[config.mk]
export PLATFORM = sky130hd
export DESIGN_NAME = img_binner
export DESIGN_NICKNAME = d
export VERILOG_FILES = /design/src/rtl/img_binner.sv
export SDC_FILE = /design/constraint.sdc
export NUM_CORES = 1
export LEC_CHECK = 0
export CAP_MARGIN = 20
export CORE_ASPECT_RATIO = 0.7
export CORE_UTILIZATION = 55
export DETAILED_ROUTE_END_ITERATION = 12
export PLACE_DENSITY = 0.68
export SLEW_MARGIN = 10
export SYNTH_ARGS = -nofsm -noshare
export SYNTH_HDL_FRONTEND = slang
export SYNTH_SLANG_ARGS = --single-unit
export TNS_END_PERCENT = 1
[constraint.sdc]
create_clock -name CLOCK_50 -period 16.2 [get_ports CLOCK_50]
set_input_delay 3.24 -clock CLOCK_50 [delete_from_list [all_inputs] [get_ports CLOCK_50]]
set_output_delay 3.24 -clock CLOCK_50 [all_outputs]
set_load 0.05 [all_outputs]
[src/rtl/img_binner.sv]
// Crops one armed grayscale frame to a 28*BIN square window and box-averages it
// into 784 normalized 9-bit pixels, emitted in raster order on a one-cycle strobe.
module img_binner #(
    parameter int unsigned SRC_W  = 1280,
    parameter int unsigned SRC_H  = 960,
    parameter int unsigned X_OFF  = 192,
    parameter int unsigned Y_OFF  = 32,
    parameter int unsigned BIN    = 32,
    parameter int unsigned INVERT = 1
) (
    input  logic        CLOCK_50,
    input  logic        rst_n,
    input  logic        i_arm,
    input  logic        i_fval,
    input  logic        i_dval,
    input  logic [11:0] i_gray,
    output logic [8:0]  o_pxl,
    output logic        o_dval,
    output logic        o_busy,
    output logic        o_done,
    output logic        o_short
);

    localparam int unsigned LOG_BIN = $clog2(BIN);
    localparam int unsigned WIN     = 28 * BIN;
    localparam int unsigned AW      = 12 + 2 * LOG_BIN;
    localparam int unsigned XW      = $clog2(SRC_W + 1);
    localparam int unsigned YW      = $clog2(SRC_H + 1);
    localparam int unsigned NPIX    = 784;

    typedef enum logic [2:0] {
        StIdle,
        StWaitLow,
        StWaitHigh,
        StAccum,
        StFinish
    } state_e;

    state_e          state_q, state_d;
    logic [XW-1:0]   x_q, x_d;
    logic [YW-1:0]   y_q, y_d;
    logic [9:0]      cnt_q, cnt_d;
    logic [8:0]      pxl_q, pxl_d;
    logic            dval_q, dval_d;
    logic            done_q, done_d;
    logic            short_q, short_d;
    logic [AW-1:0]   acc_q [28];

    logic                pix_ok;
    logic                in_win;
    logic [XW-1:0]       x_rel;
    logic [LOG_BIN-1:0]  y_lo;
    logic [4:0]          idx;
    logic                last_x;
    logic                last_y;
    logic                emit;
    logic [AW-1:0]       sum;
    logic [8:0]          avg;
    logic                acc_clr;
    logic                acc_we;

    always_comb begin
        pix_ok = (state_q == StAccum) && i_fval && i_dval;
        in_win = (x_q >= XW'(X_OFF)) && (x_q < XW'(X_OFF + WIN)) &&
                 (y_q >= YW'(Y_OFF)) && (y_q < YW'(Y_OFF + WIN));
        x_rel  = x_q - XW'(X_OFF);
        y_lo   = LOG_BIN'(y_q - YW'(Y_OFF));
        idx    = 5'(x_rel >> LOG_BIN);
        last_x = &x_rel[LOG_BIN-1:0];
        last_y = &y_lo;
        emit   = pix_ok && in_win && last_x && last_y;
        sum    = acc_q[idx] + AW'(i_gray);
        // Dividing by BIN*BIN then by 8 maps the 12-bit mean onto 9 bits.
        avg    = sum[AW-1 -: 9];
        acc_clr = (state_q == StIdle) && i_arm && !done_q;
        acc_we  = pix_ok && in_win;
    end

    always_comb begin
        state_d = state_q;
        x_d     = x_q;
        y_d     = y_q;
        cnt_d   = cnt_q;
        pxl_d   = pxl_q;
        dval_d  = 1'b0;
        done_d  = 1'b0;
        short_d = short_q;
        unique case (state_q)
            StIdle: begin
                // done_q guard keeps an arm coinciding with o_done from being taken.
                if (i_arm && !done_q) begin
                    state_d = StWaitLow;
                    short_d = 1'b0;
                    cnt_d   = '0;
                    x_d     = '0;
                    y_d     = '0;
                end
            end
            StWaitLow: begin
                if (!i_fval) state_d = StWaitHigh;
            end
            StWaitHigh: begin
                if (i_fval) begin
                    state_d = StAccum;
                    x_d     = '0;
                    y_d     = '0;
                end
            end
            StAccum: begin
                if (!i_fval) begin
                    short_d = 1'b1;
                    done_d  = 1'b1;
                    state_d = StIdle;
                end else if (i_dval) begin
                    if (x_q == XW'(SRC_W - 1)) begin
                        x_d = '0;
                        y_d = y_q + YW'(1);
                    end else begin
                        x_d = x_q + XW'(1);
                    end
                    if (emit) begin
                        pxl_d  = (INVERT != 0) ? (9'd511 - avg) : avg;
                        dval_d = 1'b1;
                        cnt_d  = cnt_q + 10'd1;
                        if (cnt_q == 10'(NPIX - 1)) state_d = StFinish;
                    end
                end
            end
            StFinish: begin
                done_d  = 1'b1;
                state_d = StIdle;
            end
            default: state_d = StIdle;
        endcase
    end

    always_ff @(posedge CLOCK_50 or negedge rst_n) begin
        if (!rst_n) begin
            state_q <= StIdle;
            x_q     <= '0;
            y_q     <= '0;
            cnt_q   <= '0;
            pxl_q   <= '0;
            dval_q  <= 1'b0;
            done_q  <= 1'b0;
            short_q <= 1'b0;
        end else begin
            state_q <= state_d;
            x_q     <= x_d;
            y_q     <= y_d;
            cnt_q   <= cnt_d;
            pxl_q   <= pxl_d;
            dval_q  <= dval_d;
            done_q  <= done_d;
            short_q <= short_d;
        end
    end

    // Completing pixel clears its entry so the next band starts from zero.
    always_ff @(posedge CLOCK_50 or negedge rst_n) begin
        if (!rst_n) begin
            for (int i = 0; i < 28; i++) acc_q[i] <= '0;
        end else if (acc_clr) begin
            for (int i = 0; i < 28; i++) acc_q[i] <= '0;
        end else if (acc_we) begin
            acc_q[idx] <= emit ? '0 : sum;
        end
    end

    assign o_pxl   = pxl_q;
    assign o_dval  = dval_q;
    assign o_busy  = (state_q != StIdle);
    assign o_done  = done_q;
    assign o_short = short_q;

endmodule
**Word level (Yosys, flattened, before mapping)**

Index checks and enable logic that the tools add are counted.
Widths: inputs -> output; s select.

- Register bits: 662

- $lt $le $gt $ge: 6
- Bitwise logic cells: 1
- Eq/ne operators: 17
- Muxes and demuxes: 42
- Reductions and logical operators: 26
- Add/subtract/negate cells: 7

Operators by type and width:

| cell | count |
|---|---|
| $mux 616 | 2 |
| $bwmux 616 | 1 |
| $bmux 22 s5 | 1 |
| $demux 22 s5 | 1 |
| $mux 22 | 4 |
| $mux 10 | 8 |
| $mux 11 | 5 |
| $pmux 11 s3 | 1 |
| $pmux 10 s3 | 1 |
| $add 22x12->22 | 1 |
| $mux 3 | 7 |
| $add 10x1->10 const B | 2 |
| $pmux 10 s2 | 1 |
| $reduce_and 5->1 | 4 |
| $logic_and 1x1->1 | 12 |
| $ne 2x2->1 const B | 6 |
| $pmux 3 s4 | 1 |
| $reduce_and 6->1 | 2 |
| $add 11x1->11 const B | 1 |
| $eq 11x11->1 const B | 1 |
| $ge 11x8->1 const B | 1 |
| $lt 11x11->1 const B | 1 |
| $eq 10x10->1 const B | 1 |
| $ge 10x6->1 const B | 1 |
| other kinds (21) | 33 |

**Logic depth before layout (Yosys ltp)**

- Depth in word-level cells: 11
- Depth in mapped cells: 25

**Worst setup path after synthesis**

Ideal clock, no wire load.

- Kind: input to register
- From: input i_gray[0]
- To: register acc_q[238] (netlist name)
- Path buffers: 1
- Cell stages on the path: 13
- Setup slack: 10374 ps
- Arrival time: 5696 ps
- Setup time: 131 ps
- Cells stage by stage: ha_1 > inv_1 > fa_1 > nor2b_1 > o21a_1 > o21ai_0 > a21oi_1 > o21bai_1 > nand3b_2 > nor3b_2 > mux2i_2 > buf_2 > o21ai_0

- Longest elaborated chain between the ends: 5

RTL lines:

| item | RTL line | text |
|---|---|---|
| start: declaration | 16 | `input logic [11:0] i_gray,` |
| $add 22x12->22 | 72 | `sum = acc_q[idx] + AW'(i_gray);` |
| $mux 22 | 166 | `acc_q[idx] <= emit ? '0 : sum;` |
| $bwmux 616 | 166 |  |
| $mux 616 | 165 | `end else if (acc_we) begin` |
| $mux 616 | 163 | `end else if (acc_clr) begin` |
| end signal: indexed assignment | 166 |  |
| end: declaration | 47 | `logic [AW-1:0] acc_q [28];` |

No other way between the ends. The select of a mux whose other input is x is not followed.
A chain may end at the register's enable or synchronous reset.

**Worst setup path after layout**

- From: register x_q[6]
- To: register acc_q[36] (netlist name)

- Longest elaborated chain between the ends: 11
- Elaborated cells on any way between the ends: 24

RTL lines:

| item | RTL line | text |
|---|---|---|
| start: declaration | 40 | `logic [XW-1:0] x_q, x_d;` |
| start signal: assignment | 140 | `x_q <= '0;` |
| start signal: assignment | 149 | `x_q <= x_d;` |
| branches (longest 11 deep; another with $add 22x12->22) | - |  |

Several ways; the timed one is not identified. The select of a mux whose other input is x is not followed.

==> results.yml <==
critical_path:
  cp.buffers_inverters: 1
  rr_worst_depth: 18
  crit_required_ps: 16720
  path_class: "reg -> reg"
  reg2reg_slack_ps: 8900
  slowest_delay_ps: 780
  cpMaxStageDelayCell: "dfrtp_4"
  crit_path_start_kind: "flip-flop"
  arrival_ps: 7820
  crit_path_end_kind: "flip-flop"
  crit_family: "compound AO/OA/AOI/OAI gates"
  crit_path_max_fanout: 51
  worstReg2RegStart: "x_q[6]"
  path_cells: "buf_4 > a21bo_2 > a211oi_2 > nor2_1 > nor2_1 > a22oi_1 > nand2_1 > a31oi_1 > o21ai_0 > ha_1 > a21o_1 > a21o_1 > a2111o_1 > o21bai_1 > nand3b_2 > xnor2_1 > nand2_1 > o21ai_0"
  regToRegEndpoint: "acc_q[36]"
yosys:
  syn-num-nets: 2882
  syn_inst: 2844
  synth_warnings: 0
  synth.distinct_cells: 78
  synth_seq_cells: 662
  synth_edf_count: 0
  synth-seq-area-share: 0.531
  yosysTopAreaCell: "dfrtp_1"
  syn_avg_cell_area_sq_um: 11.0
  netlist.area_leader.share: 0.531
  async_flop_share: 1.00
  netlist_area_sq_um: 31200
  synth_common_cells: "dfrtp_1 (662), nand3_1 (582), o21ai_0 (484)"
  synth_area_leaders: "dfrtp_1 (53%), mux4_2 (11%), nand3_1 (9.3%), o21ai_0 (7.8%), clkbuf_1 (2.5%)"
  yosys.cell_count.top_type: "dfrtp_1"
  synth_ff_type: "dfrtp_1"
power_and_ir_drop:
  clockPowerShare: 0.442
  p_sw_uw: 895
  p_leak_uw: 0.0144
  switching_share: 0.256
  pwr-share-seq: 0.478
  pwr-share-comb: 0.080
  vdd_ir_drop_max_v: 0.0000668
  internal_power_uw: 2600
  powerDensity_nw_per_um2: 103
global_route:
  antenna_found_initial: 2
  grt_overflow: 0
  grt_pass1_vias: 22912
  grt_max_degree: 174
  grt_pass1_wl_um: 138000
  grtUsageTotal: 0.313
sta:
  tightestPinTransition_ps: 1140
  timing.fmax_mhz: 137
  setup_viol: 0
  fin_skew_ps: 18.2
  fin_crit_sh: 0.451
  rsz0062_at_grt: "false"
  tns_ps: 0
  relSlewSlack: 0.241
  hold_viol: 0
  slew_viol_final: 0
  layout_min_cycle_time_ps: 7300
hold_path:
  holdPathEnd: "o_pxl[2]"
  hold_path_startpoint: "o_pxl[2]"
  whs_path_depth: 2
  hp-class: "reg -> reg"
clocking:
  clk_pin_slew_ps: 60
  post-cts-setup-buffer-count: 0
  cts_hold_buf: 0
  cts_resized: 0
  cts_inserted_buffers: 61
  cts-root-buf: "clkbuf_16"
  htreeDepth: 2
  clock_latency_ps: 630
  numClockSinks: 662
  cts_buffer_depth: 3
  tritoncts: "built"
floorplan:
  core-area_sq_um: 55700
  num_io_pins: 30
  die-area_sq_um: 57700
  dieWidth_um: 287
  die_h_um: 201
  fp-row-count: 72
  start_util: 0.561
route:
  vias_per_cell: 6.84
  drt_iter0_markers: 3007
  top_layer: "met4"
  wl_per_cell_um: 25.6
  routed-via-count: 23804
  met1Wirelength_um: 37400
  detail-route-antenna-nets: 0
  wl_met3_um: 9650
  route.detailed.drc: 0
  drt_pass1_iterations: 6
  route.met2.wl_um: 39700
  wl_um: 89000
finish:
  seq_area_sq_um: 16600
  drive_gt1_frac: 0.144
  finalCoreUtilization: 0.612
  nFillCells: 4374
  area_growth_pct: 9.15
  stdcell_count: 3482
  fin_nets: 2731
  multi_input_area_sq_um: 13400
placement:
  dp_cells: 3360
  gp_congestion: 0.826
  place_hpwl_um: 51300
  io_buffers: 29
job:
  drv_cap: 0
outcome:
  status: "finished clean"
worst reg2reg max path: cells and delay by family, from the launching register on:
family | cells | cell delay (ps)
adder cells (fa/ha/maj) | 1 | 410
AND/OR/NAND/NOR | 5 | 2010
flip-flops | 1 | 780
AO/OA/AOI/OAI | 10 | 2970
XOR/XNOR | 1 | 300
buffers and inverters | 1 | 710
power groups by stage:
stage | combinational (uW) | clock [uW] | sequential [uW]
finish | 280 | 1540 | 1670
global route | 305 | 1620 | 1670
CTS | 275 | 1560 | 1670
detailed placement | 274 | 0 | 1700
global placement | 266 | 0 | 1700
floorplan | 187 | 0 | 1700
cell families (layout without fill, tap and decap cells):
logic type | count (synthesis) | in the layout | share of synthesized area
simple gates | 844 | 844 | 0.133
xor+xnor | 31 | 31 | 0.00870
mux | 162 | 162 | 0.112
buf+inv | 333 | 230 | 0.0454
fa+ha+maj | 21 | 21 | 0.00866
compound gates | 791 | 791 | 0.161
other cells | 0 | 1 | 0
flops | 662 | 662 | 0.531
worst max-delay path by stage:
stage | from | to | slack (ps) | cells after the start
finish | x_q[6] | acc_q[36] | 8900 | 18
global route | x_q[6] | acc_q[432] | 8640 | 18
floorplan | i_gray[0] | acc_q[238] | 10370 | 13
detailed placement | i_arm | acc_q[181] | 8640 | 8
CTS | x_q[6] | acc_q[392] | 8980 | 18
global placement | i_arm | acc_q[470] | 8780 | 8
sequential cells by signal, indices dropped and copies added (netlist names):
signal   count
y_q         10
o_pxl        9
o_short      1
x_q         11
o_dval       1
acc_q      616
cnt_q       10
o_done       1
state_q      3
area by class of cell:
class                      instances  area share
tap                              740      0.0272
clock buffer                      84      0.0526
multi-input combinational       1849       0.392
inverter                          18     0.00213
timing repair buffer             101      0.0295
sequential                       662       0.486
antenna                            1   0.0000734
clock inverter                    27      0.0101
metal layers:
metal,vias up,track usage
met5,-,0
met4,0,0.0940
met3,157,0.0819
met2,1237,0.460
met1,12069,0.459
li1,10341,-
metrics by stage:
| stage | area [sq um] | setup WS, ps | power (uW) | hold WS [ps] |
|---|---|---|---|---|
| detailed placement | 31700 | 8640 | 1980 | 478 |
| CTS | 33900 | 8980 | 3510 | 493 |
| global route | 34100 | 8640 | 3600 | 517 |
| global placement | 31700 | 8780 | 1970 | 466 |
| finish | 34100 | 8900 | 3490 | 491 |
| floorplan | 31200 | 10370 | 1890 | 463 |
cell usage in the layout, fill, tap and decap left out, types with 10 or more instances in the layout:
cell | netlist | layout
xor2_1 | 16 | 14
nand4_1 | 10 | 10
o31ai_4 | 10 | 10
nor2_1 | 75 | 75
dfrtp_1 | 662 | 660
nand3_1 | 582 | 582
a222oi_1 | 12 | 12
clkinv_2 | 1 | 16
a22oi_1 | 21 | 21
nand2_2 | 0 | 21
xnor2_1 | 15 | 11
a32o_1 | 56 | 56
ha_1 | 20 | 20
clkbuf_8 | 0 | 18
and3_1 | 14 | 14
a31oi_1 | 14 | 14
buf_4 | 7 | 59
inv_1 | 17 | 16
mux4_2 | 150 | 150
clkdlybuf4s50_1 | 0 | 28
nand2_1 | 105 | 84
clkbuf_16 | 0 | 61
o21ai_1 | 13 | 13
a21oi_1 | 19 | 18
o31ai_1 | 104 | 104
o21ai_0 | 484 | 484
No activity file was read; power rests on OpenSTA's default activity.
